File: src/rtl/seq_divider_pkg.sv
// Shared definitions for the multi-cycle HI/LO divider: controller states and
// the default datapath width.
package seq_divider_pkg;

  localparam int DEFAULT_WIDTH = 32;

  typedef enum logic [1:0] {
    IDLE = 2'd0,
    CALC = 2'd1,
    FIX  = 2'd2
  } div_state_t;

endpackage

File: src/rtl/seq_divider_if.sv
// start/busy/done handshake between the pipeline (master) and the divider (slave).
interface seq_divider_if import seq_divider_pkg::*; #(
  parameter int WIDTH = DEFAULT_WIDTH
);

  logic             start;
  logic             is_signed;
  logic             cancel;
  logic [WIDTH-1:0] dividend;
  logic [WIDTH-1:0] divisor;
  logic             busy;
  logic             done;
  logic [WIDTH-1:0] quotient;
  logic [WIDTH-1:0] remainder;
  logic             div_by_zero;

  modport master (
    output start, is_signed, cancel, dividend, divisor,
    input  busy, done, quotient, remainder, div_by_zero
  );

  modport slave (
    input  start, is_signed, cancel, dividend, divisor,
    output busy, done, quotient, remainder, div_by_zero
  );

endinterface

File: src/rtl/seq_divider_div_step.sv
// One combinational restoring-division step: shift in a dividend bit, trial
// subtract the divisor magnitude, keep the difference when it does not borrow.
module div_step #(
  parameter int WIDTH = 32
) (
  input  logic [WIDTH-1:0] rem_in,
  input  logic             bit_in,
  input  logic [WIDTH-1:0] divisor,
  output logic [WIDTH-1:0] rem_out,
  output logic             q_bit
);

  logic [WIDTH:0]   shifted_s;
  logic [WIDTH-1:0] diff_s;

  assign shifted_s = {rem_in, bit_in};
  // rem_in < divisor, so a non-borrowing difference always fits in WIDTH bits
  assign diff_s    = shifted_s[WIDTH-1:0] - divisor;
  assign q_bit     = (shifted_s >= {1'b0, divisor});
  assign rem_out   = q_bit ? diff_s : shifted_s[WIDTH-1:0];

endmodule

File: src/rtl/seq_divider.sv
// Multi-cycle signed/unsigned restoring divider feeding HI (remainder) and LO
// (quotient); retires UNROLL quotient bits per CALC cycle.
module seq_divider import seq_divider_pkg::*; #(
  parameter int WIDTH  = DEFAULT_WIDTH,
  parameter int UNROLL = 1
) (
  input  logic            clk,
  input  logic            rst,
  seq_divider_if.slave    bus
);

  localparam int N  = WIDTH / UNROLL;
  localparam int CW = (N > 1) ? $clog2(N) : 1;

  div_state_t       state_r;
  div_state_t       state_s;
  logic [CW-1:0]    cnt_r;
  logic [WIDTH-1:0] rem_r;
  logic [WIDTH-1:0] sh_r;
  logic [WIDTH-1:0] dmag_r;
  logic [WIDTH-1:0] dividend_r;
  logic             q_neg_r;
  logic             r_neg_r;
  logic             zero_r;
  logic             busy_r;
  logic             done_r;
  logic [WIDTH-1:0] quot_r;
  logic [WIDTH-1:0] remd_r;
  logic             dbz_r;

  logic             accept_s;
  logic [WIDTH-1:0] chain_s [0:UNROLL];
  logic [UNROLL-1:0] qbits_s;
  logic [WIDTH-1:0] sh_next_s;

  // Two's-complement magnitude; the most negative value maps to its unsigned bit pattern.
  function automatic logic [WIDTH-1:0] magnitude(input logic [WIDTH-1:0] v, input logic sgn);
    if (sgn && v[WIDTH-1]) begin
      magnitude = -v;
    end else begin
      magnitude = v;
    end
  endfunction

  assign accept_s = (state_r == IDLE) && bus.start && !bus.cancel;

  assign chain_s[0] = rem_r;

  genvar gi;
  generate
    for (gi = 0; gi < UNROLL; gi++) begin : g_step
      div_step #(.WIDTH(WIDTH)) u_step (
        .rem_in  (chain_s[gi]),
        .bit_in  (sh_r[WIDTH-1-gi]),
        .divisor (dmag_r),
        .rem_out (chain_s[gi+1]),
        .q_bit   (qbits_s[UNROLL-1-gi])
      );
    end
  endgenerate

  // Consumed dividend bits leave the top while quotient bits fill in from the bottom.
  assign sh_next_s = (sh_r << UNROLL) | WIDTH'(qbits_s);

  // Next-state logic.
  always_comb begin
    state_s = state_r;
    case (state_r)
      IDLE: begin
        if (accept_s) begin
          state_s = (bus.divisor == {WIDTH{1'b0}}) ? FIX : CALC;
        end else begin
          state_s = IDLE;
        end
      end
      CALC: begin
        if (bus.cancel) begin
          state_s = IDLE;
        end else if (cnt_r == {CW{1'b0}}) begin
          state_s = FIX;
        end else begin
          state_s = CALC;
        end
      end
      FIX:     state_s = IDLE;
      default: state_s = IDLE;
    endcase
  end

  // State register and registered handshake outputs.
  always_ff @(posedge clk or posedge rst) begin
    if (rst) begin
      state_r <= IDLE;
      busy_r  <= 1'b0;
      done_r  <= 1'b0;
    end else begin
      state_r <= state_s;
      busy_r  <= (state_s == CALC) || (state_s == FIX);
      done_r  <= (state_r == FIX) && !bus.cancel;
    end
  end

  // Operand capture and iterative datapath.
  always_ff @(posedge clk or posedge rst) begin
    if (rst) begin
      cnt_r      <= {CW{1'b0}};
      rem_r      <= {WIDTH{1'b0}};
      sh_r       <= {WIDTH{1'b0}};
      dmag_r     <= {WIDTH{1'b0}};
      dividend_r <= {WIDTH{1'b0}};
      q_neg_r    <= 1'b0;
      r_neg_r    <= 1'b0;
      zero_r     <= 1'b0;
    end else if (accept_s) begin
      cnt_r      <= CW'(N - 1);
      rem_r      <= {WIDTH{1'b0}};
      sh_r       <= magnitude(bus.dividend, bus.is_signed);
      dmag_r     <= magnitude(bus.divisor, bus.is_signed);
      dividend_r <= bus.dividend;
      q_neg_r    <= bus.is_signed && (bus.dividend[WIDTH-1] ^ bus.divisor[WIDTH-1]);
      r_neg_r    <= bus.is_signed && bus.dividend[WIDTH-1];
      zero_r     <= (bus.divisor == {WIDTH{1'b0}});
    end else if (state_r == CALC) begin
      rem_r <= chain_s[UNROLL];
      sh_r  <= sh_next_s;
      if (cnt_r != {CW{1'b0}}) begin
        cnt_r <= cnt_r - CW'(1);
      end else begin
        cnt_r <= cnt_r;
      end
    end else begin
      cnt_r <= cnt_r;
    end
  end

  // Result registers: sign-corrected in FIX, held otherwise (including on cancel).
  always_ff @(posedge clk or posedge rst) begin
    if (rst) begin
      quot_r <= {WIDTH{1'b0}};
      remd_r <= {WIDTH{1'b0}};
      dbz_r  <= 1'b0;
    end else if (accept_s) begin
      dbz_r <= 1'b0;
    end else if ((state_r == FIX) && !bus.cancel) begin
      if (zero_r) begin
        quot_r <= {WIDTH{1'b1}};
        remd_r <= dividend_r;
        dbz_r  <= 1'b1;
      end else begin
        quot_r <= q_neg_r ? -sh_r : sh_r;
        remd_r <= r_neg_r ? -rem_r : rem_r;
        dbz_r  <= 1'b0;
      end
    end else begin
      dbz_r <= dbz_r;
    end
  end

  assign bus.busy        = busy_r;
  assign bus.done        = done_r;
  assign bus.quotient    = quot_r;
  assign bus.remainder   = remd_r;
  assign bus.div_by_zero = dbz_r;

endmodule

File: src/flat_wrapper.sv
// flat-port wrapper written by rule: the top's interface ports become plain ports
module seq_divider_flat import seq_divider_pkg::*;
#(
  parameter int WIDTH  = DEFAULT_WIDTH,
  parameter int UNROLL = 1
)
  (clk, rst, bus_start, bus_is_signed, bus_cancel, bus_dividend, bus_divisor, bus_busy, bus_done, bus_quotient, bus_remainder, bus_div_by_zero);
  seq_divider_if #(.WIDTH(WIDTH)) bus_i ();
  input  logic clk;
  input  logic rst;
  input wire logic [$bits(bus_i.start)-1:0] bus_start;
  input wire logic [$bits(bus_i.is_signed)-1:0] bus_is_signed;
  input wire logic [$bits(bus_i.cancel)-1:0] bus_cancel;
  input wire logic [$bits(bus_i.dividend)-1:0] bus_dividend;
  input wire logic [$bits(bus_i.divisor)-1:0] bus_divisor;
  output wire logic [$bits(bus_i.busy)-1:0] bus_busy;
  output wire logic [$bits(bus_i.done)-1:0] bus_done;
  output wire logic [$bits(bus_i.quotient)-1:0] bus_quotient;
  output wire logic [$bits(bus_i.remainder)-1:0] bus_remainder;
  output wire logic [$bits(bus_i.div_by_zero)-1:0] bus_div_by_zero;
  assign bus_i.start = bus_start;
  assign bus_i.is_signed = bus_is_signed;
  assign bus_i.cancel = bus_cancel;
  assign bus_i.dividend = bus_dividend;
  assign bus_i.divisor = bus_divisor;
  assign bus_busy = bus_i.busy;
  assign bus_done = bus_i.done;
  assign bus_quotient = bus_i.quotient;
  assign bus_remainder = bus_i.remainder;
  assign bus_div_by_zero = bus_i.div_by_zero;
  seq_divider #(.WIDTH(WIDTH), .UNROLL(UNROLL)) u_core (.clk(clk), .rst(rst), .bus(bus_i));
endmodule
File: config.mk
export PLATFORM = sky130hd
export DESIGN_NAME = seq_divider_flat
export DESIGN_NICKNAME = d
export VERILOG_FILES = /design/src/rtl/seq_divider_pkg.sv /design/src/rtl/seq_divider_if.sv /design/src/rtl/seq_divider_div_step.sv /design/src/rtl/seq_divider.sv /design/src/flat_wrapper.sv
export SDC_FILE = /design/constraint.sdc
export NUM_CORES = 1
export LEC_CHECK = 0
export ABC_AREA = 1
export BUFFER_PORTS_ARGS = -buffer_cell sky130_fd_sc_hd__buf_2
export CAP_MARGIN = 5
export CORE_ASPECT_RATIO = 2
export CORE_MARGIN = 5
export CORE_UTILIZATION = 30
export CTS_CLUSTER_DIAMETER = 40
export DETAILED_ROUTE_END_ITERATION = 8
export PLACE_DENSITY = 0.51
export SYNTH_ARGS = -nofsm -noshare
export SYNTH_HDL_FRONTEND = slang
export SYNTH_HIERARCHICAL = 1
export SYNTH_SLANG_ARGS = --single-unit
File: constraint.sdc
create_clock -name clk -period 10.3 [get_ports clk]
set_input_delay 1.545 -clock clk [delete_from_list [all_inputs] [get_ports clk]]
set_output_delay 1.545 -clock clk [all_outputs]
set_load 0.03 [all_outputs]
==> metrics, run 1 <==
status=complete, no violations; gr busiest metal=met2; Critical Path Start=u_core/dmag_r[26]; Max-Cap Viols=0; PnR Total Power=4130 µW; Reg2Reg Launch Point=u_core/dmag_r[26]; row cnt=117; Port Buffers=135; drt via density=4.94; CTS sink count=205; Seq/Total Area, Yosys=0.336; async set or reset register ratio after synthesis=1.00; Die Span Y=329 µm; vias in the first global route=15900; GRT met1 Usage=0.204; core area=0.0507 mm²; Cell Pwr Density=238 mW/mm²; Critical Path Source Type=flop; antenna viol nets, final=0; Clock Latency Late Sink=0.57 ns; die area=0.0558 mm²; post-CTS setup buffer count=0; syn_area_per_cell=6.44 µm²; Synth Warn #=6; Fin Setup TNS=0 ns; post-cts sizing count=0; GRT met2 Usage=0.416; crit path max fanout=35; largest net degree at the start of global routing=95; Cells after Synth=2371; gp weighted congestion=0.968; Worst VDD drop=0.118 mV; Slew HR=0.268; EDFF count, synth=0; flops & latches, synth=205; Fin. Hold Viols=0; # IOs=136; H-tree Lvls=1; WL/cell=19.5 µm; RSZ-0062 raised after global routing=false; Worst EP arrival=3.73 ns; HP Class=reg2reg; via count=15500; area grow syn2layout=13.4%; min Tclk post-route=3.29 ns; Unique masters post-synth=50; CP endpoint=u_core/rem_r[17]; placed insts=3095; Final period util=0.319; Syn Nets=2479; first-pass GRT wire length=92.3 mm; Pre-antenna DRT Iters=5; slack of the worst reg-to-reg path=7.01 ns; root buf cell=clkbuf_16; Critical R2R Capture=u_core/rem_r[17]; Max clock buf depth=3; cts hold-fix bufs=0; TritonCTS clock tree=built; DP Wirelength=49.2 mm; maximum clock frequency=0.304 GHz; Worst Hold Slack=0.480 ns; post-place setup slack=6.42 ns; Most used DFF post-synth=dfrtp_1; critical path required time=10.74 ns; DRC viols=0; Worst R2R Path Depth=13; Non-Filler Instances=3141; Die W=169 µm; total gr overflow=0; drt initial violations=964; worst-margin pin slew=1.10 ns; setup ws final=7.01 ns; starting density of the core=0.301; Critical Path End Type=flop; antenna violations before repair=2; CTS Buf Count=26; critical path class=reg2reg; drt total wl=61.1 mm; Final Max Tran Viols=0; # setup viols final=0; share of cells above drive strength 1=0.107; Post-Syn Area=0.0153 mm²; met3 usage=0.0167; Lkg Pwr=0.00917 µW; clk slew on worst S/H paths=0.06 ns; clock skew=0.0252 ns; Total GRT Usage=0.217; ANT cells=0; Post-layout nets=2577
-- how the worst min path moves through the flow --
stage / start / endpoint / slack, ns / cells past startpoint
after floorplan: u_core/dividend_r[0] / u_core/dividend_r[0] / 0.44 / 2
after global placement: u_core/dividend_r[4] / u_core/dividend_r[4] / 0.47 / 2
after detailed placement: u_core/dmag_r[13] / u_core/dmag_r[13] / 0.47 / 2
after CTS: u_core/dmag_r[13] / u_core/dmag_r[13] / 0.48 / 2
after global routing: u_core/dmag_r[25] / u_core/dmag_r[25] / 0.50 / 2
final: u_core/dmag_r[13] / u_core/dmag_r[13] / 0.48 / 2
-- logic make-up (layout without fill, tap and decap cells) --
group,count (synthesis),count (layout),synth area share
simple gates,1354,1354,0.384
buf+inv,423,539,0.113
compound gates,314,314,0.114
flops,205,205,0.336
fa+ha+maj,39,39,0.0325
xor+xnor,36,36,0.0207
-- critical path, cell delays in order (launching register included) --
cell	delay [ns]
dfrtp_1	0.38
inv_1	0.28
ha_1	0.37
nand2_1	0.18
nor2_1	0.11
nand3_1	0.16
nor2_1	0.07
nand2_1	0.05
nand2_1	0.08
nor2_4	0.64
nand2_8	0.31
nand3_2	0.17
nand2_1	0.08
a32o_1	0.25
-- state kept, by name, summed over array words and instances (netlist names) --
signal / cells
u_core/sh_r: 32
u_core/dividend_r: 32
u_core/state_r: 2
u_core/bus.div_by_zero: 1
u_core/cnt_r: 5
u_core/rem_r: 32
u_core/bus.busy: 1
u_core/bus.remainder: 32
u_core/bus.quotient: 32
u_core/q_neg_r: 1
u_core/dmag_r: 32
u_core/bus.done: 1
u_core/r_neg_r: 1
u_core/zero_r: 1
-- layer usage --
| layer | part of all wire | vias to the layer above |
|---|---|---|
| met5 | 0.00011 | - |
| met3 | 0.034 | 163 |
| met1 | 0.33 | 7187 |
| li1 | - | 7714 |
| met2 | 0.54 | 460 |
| met4 | 0.099 | 2 |
-- synthesized netlist by cell type, drive strengths merged (11+ instances only) --
master   number  area (µm²)
a21oi       103         515
clkbuf       22        82.6
nand4        19         119
nand2       756        2880
ha           38         475
a2bb2oi      11        96.3
xor2         34         298
o21ai       150         751
and2         11        68.8
nor2        262        1070
or2          14        87.6
buf          55         343
nor3         15        96.4
inv         344        1290
nand3       254        1370
nand3b       20         150
dfrtp       205        5130
-- final cells by class --
type | instances | area (µm²)
multi-input cells | 1743 | 8420
clock inverters | 19 | 219
fillers | 5683 | 33300
flip-flops and latches | 205 | 5130
inverters | 346 | 1310
well taps | 654 | 818
repair buffers | 147 | 766
clock buffers | 27 | 654
-- where the power goes --
group | internal, µW | leakage [µW] | total [µW] | switching [µW]
registers | 949 | 0.00255 | 1130 | 183
logic | 623 | 0.00621 | 2060 | 1430
clock network | 545 | 0.000416 | 937 | 391
total | 2120 | 0.00917 | 4130 | 2010
-- metrics by stage --
stage / cell area [µm²] / util
6_report: 17300 / 0.342
3_3_place_gp: 16400 / 0.324
2_1_floorplan: 15300 / -
3_5_place_dp: 16400 / 0.324
4_1_cts: 17300 / 0.342
5_1_grt: 17300 / 0.342
-- cell usage in the layout (no fill, tap or decap), drive strengths merged, types with 6 or more instances in the layout --
cell type / n
clkinv: 8
a2bb2oi: 11
nand3b: 20
o21a: 7
dfrtp: 205
a21oi: 103
nand2: 756
clkbuf: 27
and2: 11
or2: 14
nand4: 19
o211ai: 6
xor2: 34
nand3: 254
o21bai: 9
ha: 38
o21ai: 150
a31oi: 6
inv: 349
nor3: 15
nor2: 262
buf: 147
Note: power is estimated with default switching activity, not from simulation.
==> inputs of run 2 (changes only) <==
- PLACE_DENSITY: 0.51 -> 0.52
- clock period: 10.3 -> 2.68 ns (I/O delays scaled with it)
==> metrics, run 2 (synthesis gave the netlist of run 1 again) <==
starting density of the core=0.301; Lkg Pwr=0.00963 µW; Post-layout nets=2655; critical path required time=3.16 ns; first-pass GRT wire length=96.1 mm; critical path class=reg2reg; drt initial violations=1057; Critical Path End Type=flop; TritonCTS clock tree=built; Total GRT Usage=0.227; critical-path cell list=inv_1, ha_1, nand2_1, nor2_1, nand2_1, nor2_2, nand2_1, nand2_1, nor2_4, nand2_4, nand2_1, nand2_1, a32o_1; Critical R2R Capture=u_core/rem_r[4]; core area=0.0507 mm²; PnR Total Power=16900 µW; Final Max Tran Viols=0; clk slew on worst S/H paths=0.06 ns; most frequent cells in the layout=nand2_1, inv_1, nor2_1; Pre-antenna DRT Iters=6; area grow syn2layout=18.9%; Final period util=0.952; Max clock buf depth=3; Non-Filler Instances=3220; CTS Buf Count=28; Max-Cap Viols=0; share of cells above drive strength 1=0.136; total gr overflow=0; antenna viol nets, final=0; die area=0.0558 mm²; Worst R2R Path Depth=13; Clock Latency Late Sink=0.59 ns; clock skew=0.0382 ns; Die W=169 µm; Port Buffers=135; critical path's slowest cell=dfrtp_1; Critical Path Source Type=flop; Reg2Reg Launch Point=u_core/dmag_r[23]; Worst EP arrival=3.03 ns; DP Wirelength=53.1 mm; worst-margin pin slew=0.700 ns; DP Area=0.0171 mm²; gp weighted congestion=0.990; min Tclk post-route=2.55 ns; via count=16000; H-tree Lvls=1; most common cell after layout, fill and taps aside=nand2_1; maximum clock frequency=0.392 GHz; status=complete, no violations; Filler cells=5609; # IOs=136; WL/cell=20.1 µm; row cnt=117; antenna violations before repair=3; root buf cell=clkbuf_16; Worst VDD drop=0.596 mV; Critical Path Start=u_core/dmag_r[23]; CTS sink count=205; cell area after layout=0.0181 mm²; Die Span Y=329 µm; drt total wl=64.9 mm; placed insts=3169; HP Class=in2reg; RSZ-0062 raised after global routing=false; largest net degree at the start of global routing=60; slack of the worst reg-to-reg path=0.13 ns; vias in the first global route=16100; HP Start=bus_dividend[0]; crit path max fanout=17; Fin. Hold Viols=0; drt via density=4.95; DRC viols=0; Hold Path End=u_core/dividend_r[0]; CP most frequent cell=nand2_1; CP peak stage delay=0.38 ns; # setup viols final=0; Cell Pwr Density=931 mW/mm²; Slew HR=0.529; worst hold path depth=3
run 2: changes by cell type in the layout (fill, tap and decap cells not counted), sizes merged, moves of 2 or more:
cell	change
buf	+74
clkbuf	+8
inv	-4
clkinvlp	-2
run 2: worst max path at each step:
stage | endpoint | slack, ns | depth (start not counted)
4_1_cts | u_core/rem_r[17] | 0.07 | 11
6_report | u_core/rem_r[4] | 0.13 | 13
5_1_grt | u_core/rem_r[29] | 0.004 | 13
3_3_place_gp | u_core/rem_r[17] | 0.07 | 11
2_1_floorplan | u_core/bus.busy | -0.38 | 1
3_5_place_dp | u_core/rem_r[17] | 0.09 | 11
run 2: what timing repair did:
item,CTS,global route
hold buffers,1,0
buffers inserted,0,0
gates resized for setup,0,10
endpoints found under the setup margin,0,25
hold endpoints to repair,22,0
run 2: metal layers:
metal	global-route usage	part of all wire
met1	0.216	0.33
met2	0.454	0.56
met3	0.0166	0.028
met4	0.149	0.078
met5	0	0
run 2: critical path, delay by kind of cell (launching register included):
family / cells / cell delay, ns
AO/OA/AOI/OAI: 1 / 0.25
flip-flops: 1 / 0.38
buffers and inverters: 1 / 0.24
AND/OR/NAND/NOR: 10 / 1.23
adder cells (fa/ha/maj): 1 / 0.34
run 2: area by class of cell:
class | instances | area [µm²] | area share
Timing Repair Buffer | 222 | 1470 | 0.0812
Sequential cell | 205 | 5130 | 0.283
Tap cell | 654 | 818 | 0.0451
Clock inverter | 13 | 168 | 0.00924
Clock buffer | 35 | 777 | 0.0428
Antenna cell | 1 | 2.50 | 0.000138
Inverter | 346 | 1300 | 0.0718
Multi-Input combinational cell | 1744 | 8470 | 0.467
run 2: power breakdown:
group / internal, µW / switching, µW
Clock: 2260 / 1550
Combinational: 2870 / 5900
Sequential: 3650 / 655
run 2: through the flow:
step | util | worst slack, ns | hold WS (ns) | setup TNS [ns]
global route | 0.358 | 0.00380 | 0.112 | 0
finish | 0.358 | 0.129 | 0.123 | 0
detailed placement | 0.338 | 0.0932 | 0.463 | 0
global placement | 0.338 | 0.0731 | 0.463 | 0
floorplan | - | -0.380 | 0.444 | -77.96
CTS | 0.357 | 0.0687 | 0.105 | 0
==> inputs of run 3 (changes only) <==
--- a/config.mk
+++ b/config.mk
@@ -8,3 +8,2 @@
 export ABC_AREA = 1
-export BUFFER_PORTS_ARGS = -buffer_cell sky130_fd_sc_hd__buf_2
 export CAP_MARGIN = 5
@@ -13,5 +12,5 @@
 export CORE_UTILIZATION = 30
-export CTS_CLUSTER_DIAMETER = 40
 export DETAILED_ROUTE_END_ITERATION = 8
-export PLACE_DENSITY = 0.52
+export DONT_BUFFER_PORTS = 1
+export PLACE_DENSITY = 0.5
 export SYNTH_ARGS = -nofsm -noshare
--- a/constraint.sdc
+++ b/constraint.sdc
@@ -3,2 +3,2 @@
 set_output_delay 0.402 -clock clk [all_outputs]
-set_load 0.03 [all_outputs]
+set_load 0.02 [all_outputs]
==> metrics, run 3 (synthesis gave the netlist of run 1 again) <==
CTS Buf Count=23; GRT met2 Usage=0.456; most common cell after layout, fill and taps aside=nand2_1; RSZ-0062 raised after global routing=false; critical-path cell list=inv_1, ha_2, nand2_1, nor2_1, nand3_1, nor2_1, nand2_1, nand2_1, nor2_4, buf_12, nand3_1, nand2_1, a32o_1; crit path max fanout=30; ANT cells=0; row cnt=117; first-pass GRT wire length=98.2 mm; Max clock buf depth=3; # IOs=136; met3 usage=0.0321; status=complete, no violations; DP Wirelength=53.0 mm; clock skew=0.0321 ns; CP most frequent cell=nand2_1; Lkg Pwr=0.00912 µW; Fin Setup TNS=0 ns; Die W=169 µm; clk slew on worst S/H paths=0.07 ns; vias in the first global route=15900; Reg2Reg Launch Point=u_core/dmag_r[26]; most frequent cells in the layout=nand2_1, inv_1, nor2_1; drt total wl=65.8 mm; setup ws final=0.0593 ns; Total GRT Usage=0.233; WL/cell=21.3 µm; post-place setup slack=0.0815 ns; GRT met1 Usage=0.217; # setup viols final=0; TritonCTS clock tree=built; critical path required time=3.12 ns; Worst EP arrival=3.06 ns; HP Start=bus_divisor[14]; antenna violations before repair=1; Critical Path Source Type=flop; min Tclk post-route=2.62 ns; Critical Path End Type=flop; CP peak stage delay=0.43 ns; Filler cells=5701; largest net degree at the start of global routing=71; Clock Latency Late Sink=0.58 ns; Worst Hold Slack=0.0318 ns; Cell Pwr Density=965 mW/mm²; post-CTS setup buffer count=0; slack of the worst reg-to-reg path=0.06 ns; worst hold path depth=2; DRC viols=0; antenna viol nets, final=0; gp weighted congestion=0.996; Pre-antenna DRT Iters=5; Worst R2R Path Depth=13; gr busiest metal=met2; Post-layout nets=2529; Die Span Y=329 µm; area grow syn2layout=15.0%; PnR Total Power=16900 µW; Final period util=0.978; maximum clock frequency=0.382 GHz; critical path class=reg2reg; worst-margin pin slew=0.831 ns; CTS sink count=205; critical path's slowest cell=ha_2; starting density of the core=0.301; core area=0.0507 mm²; total gr overflow=0; die area=0.0558 mm²; H-tree Lvls=1; drt initial violations=835; Final Max Tran Viols=0; Worst VDD drop=0.422 mV; register area=0.00513 mm²; Fin. Hold Viols=0; root buf cell=clkbuf_16; Slew HR=0.446; Port Buffers=0; Hold Path End=u_core/dmag_r[14]; via count=15400; HP Class=in2reg; multi-input logic area=0.00844 mm²; Critical R2R Capture=u_core/rem_r[17]; share of cells above drive strength 1=0.0845; drt via density=4.99; Max-Cap Viols=0
-- run 3: cell types whose count changed in the layout (fill, tap and decap cells not counted), sizes merged --
| cell | change |
|---|---|
| diode | -1 |
| bufinv | +3 |
| dlygate4sd3 | +15 |
| nand2 | -1 |
| clkinv | -4 |
| inv | +1 |
| buf | -135 |
| clkbuf | -6 |
-- run 3: metrics by stage --
step | utilization | cells | instance area, µm²
finish | 0.347 | 3092 | 17600
global route | 0.347 | 3092 | 17600
CTS | 0.346 | 3092 | 17500
detailed placement | 0.326 | 3034 | 16500
global placement | 0.326 | 3034 | 16500
floorplan | - | 2371 | 15300
-- run 3: worst max-delay path, delay by kind of cell (launching register included) --
family / cells / cell delay, ns
AND/OR/NAND/NOR: 9 / 1.10
adder cells (fa/ha/maj): 1 / 0.43
flip-flops: 1 / 0.36
buffers and inverters: 2 / 0.34
AO/OA/AOI/OAI: 1 / 0.25
-- run 3: metal layers --
metal	part of all wire	vias to the layer above
met5	0.00029	-
met4	0.085	2
met3	0.042	181
met2	0.55	431
met1	0.33	7184
li1	-	7618
-- run 3: timing repair --
item,CTS,global route
hold endpoints to repair,64,0
endpoints found under the setup margin,0,13
hold buffers,16,0
resized for setup,0,6
-- run 3: worst max-delay path by stage --
stage	slack [ns]	from	end	cells past startpoint
6_report	0.06	u_core/dmag_r[26]	u_core/rem_r[17]	13
3_5_place_dp	0.08	u_core/dmag_r[26]	u_core/rem_r[17]	13
4_1_cts	0.03	u_core/dmag_r[26]	u_core/rem_r[17]	13
5_1_grt	0.01	u_core/dmag_r[26]	u_core/rem_r[23]	15
2_1_floorplan	-0.38	rst	u_core/bus.busy	1
3_3_place_gp	0.06	u_core/dmag_r[22]	u_core/rem_r[30]	13
-- run 3: final cells by class --
class / count / share of cell area
timing repair buffer: 102 / 0.0566
multi-input combinational: 1743 / 0.481
clock buffer: 29 / 0.0369
inverter: 346 / 0.0742
clock inverter: 13 / 0.0126
sequential: 205 / 0.292
tap: 654 / 0.0466
-- run 3: where the power goes --
part | internal [µW] | switching [µW] | leakage, µW
sequential | 3640 | 636 | 0.00255
clock | 2220 | 1500 | 0.000422
combinational | 3030 | 5890 | 0.00614
total | 8900 | 8030 | 0.00912
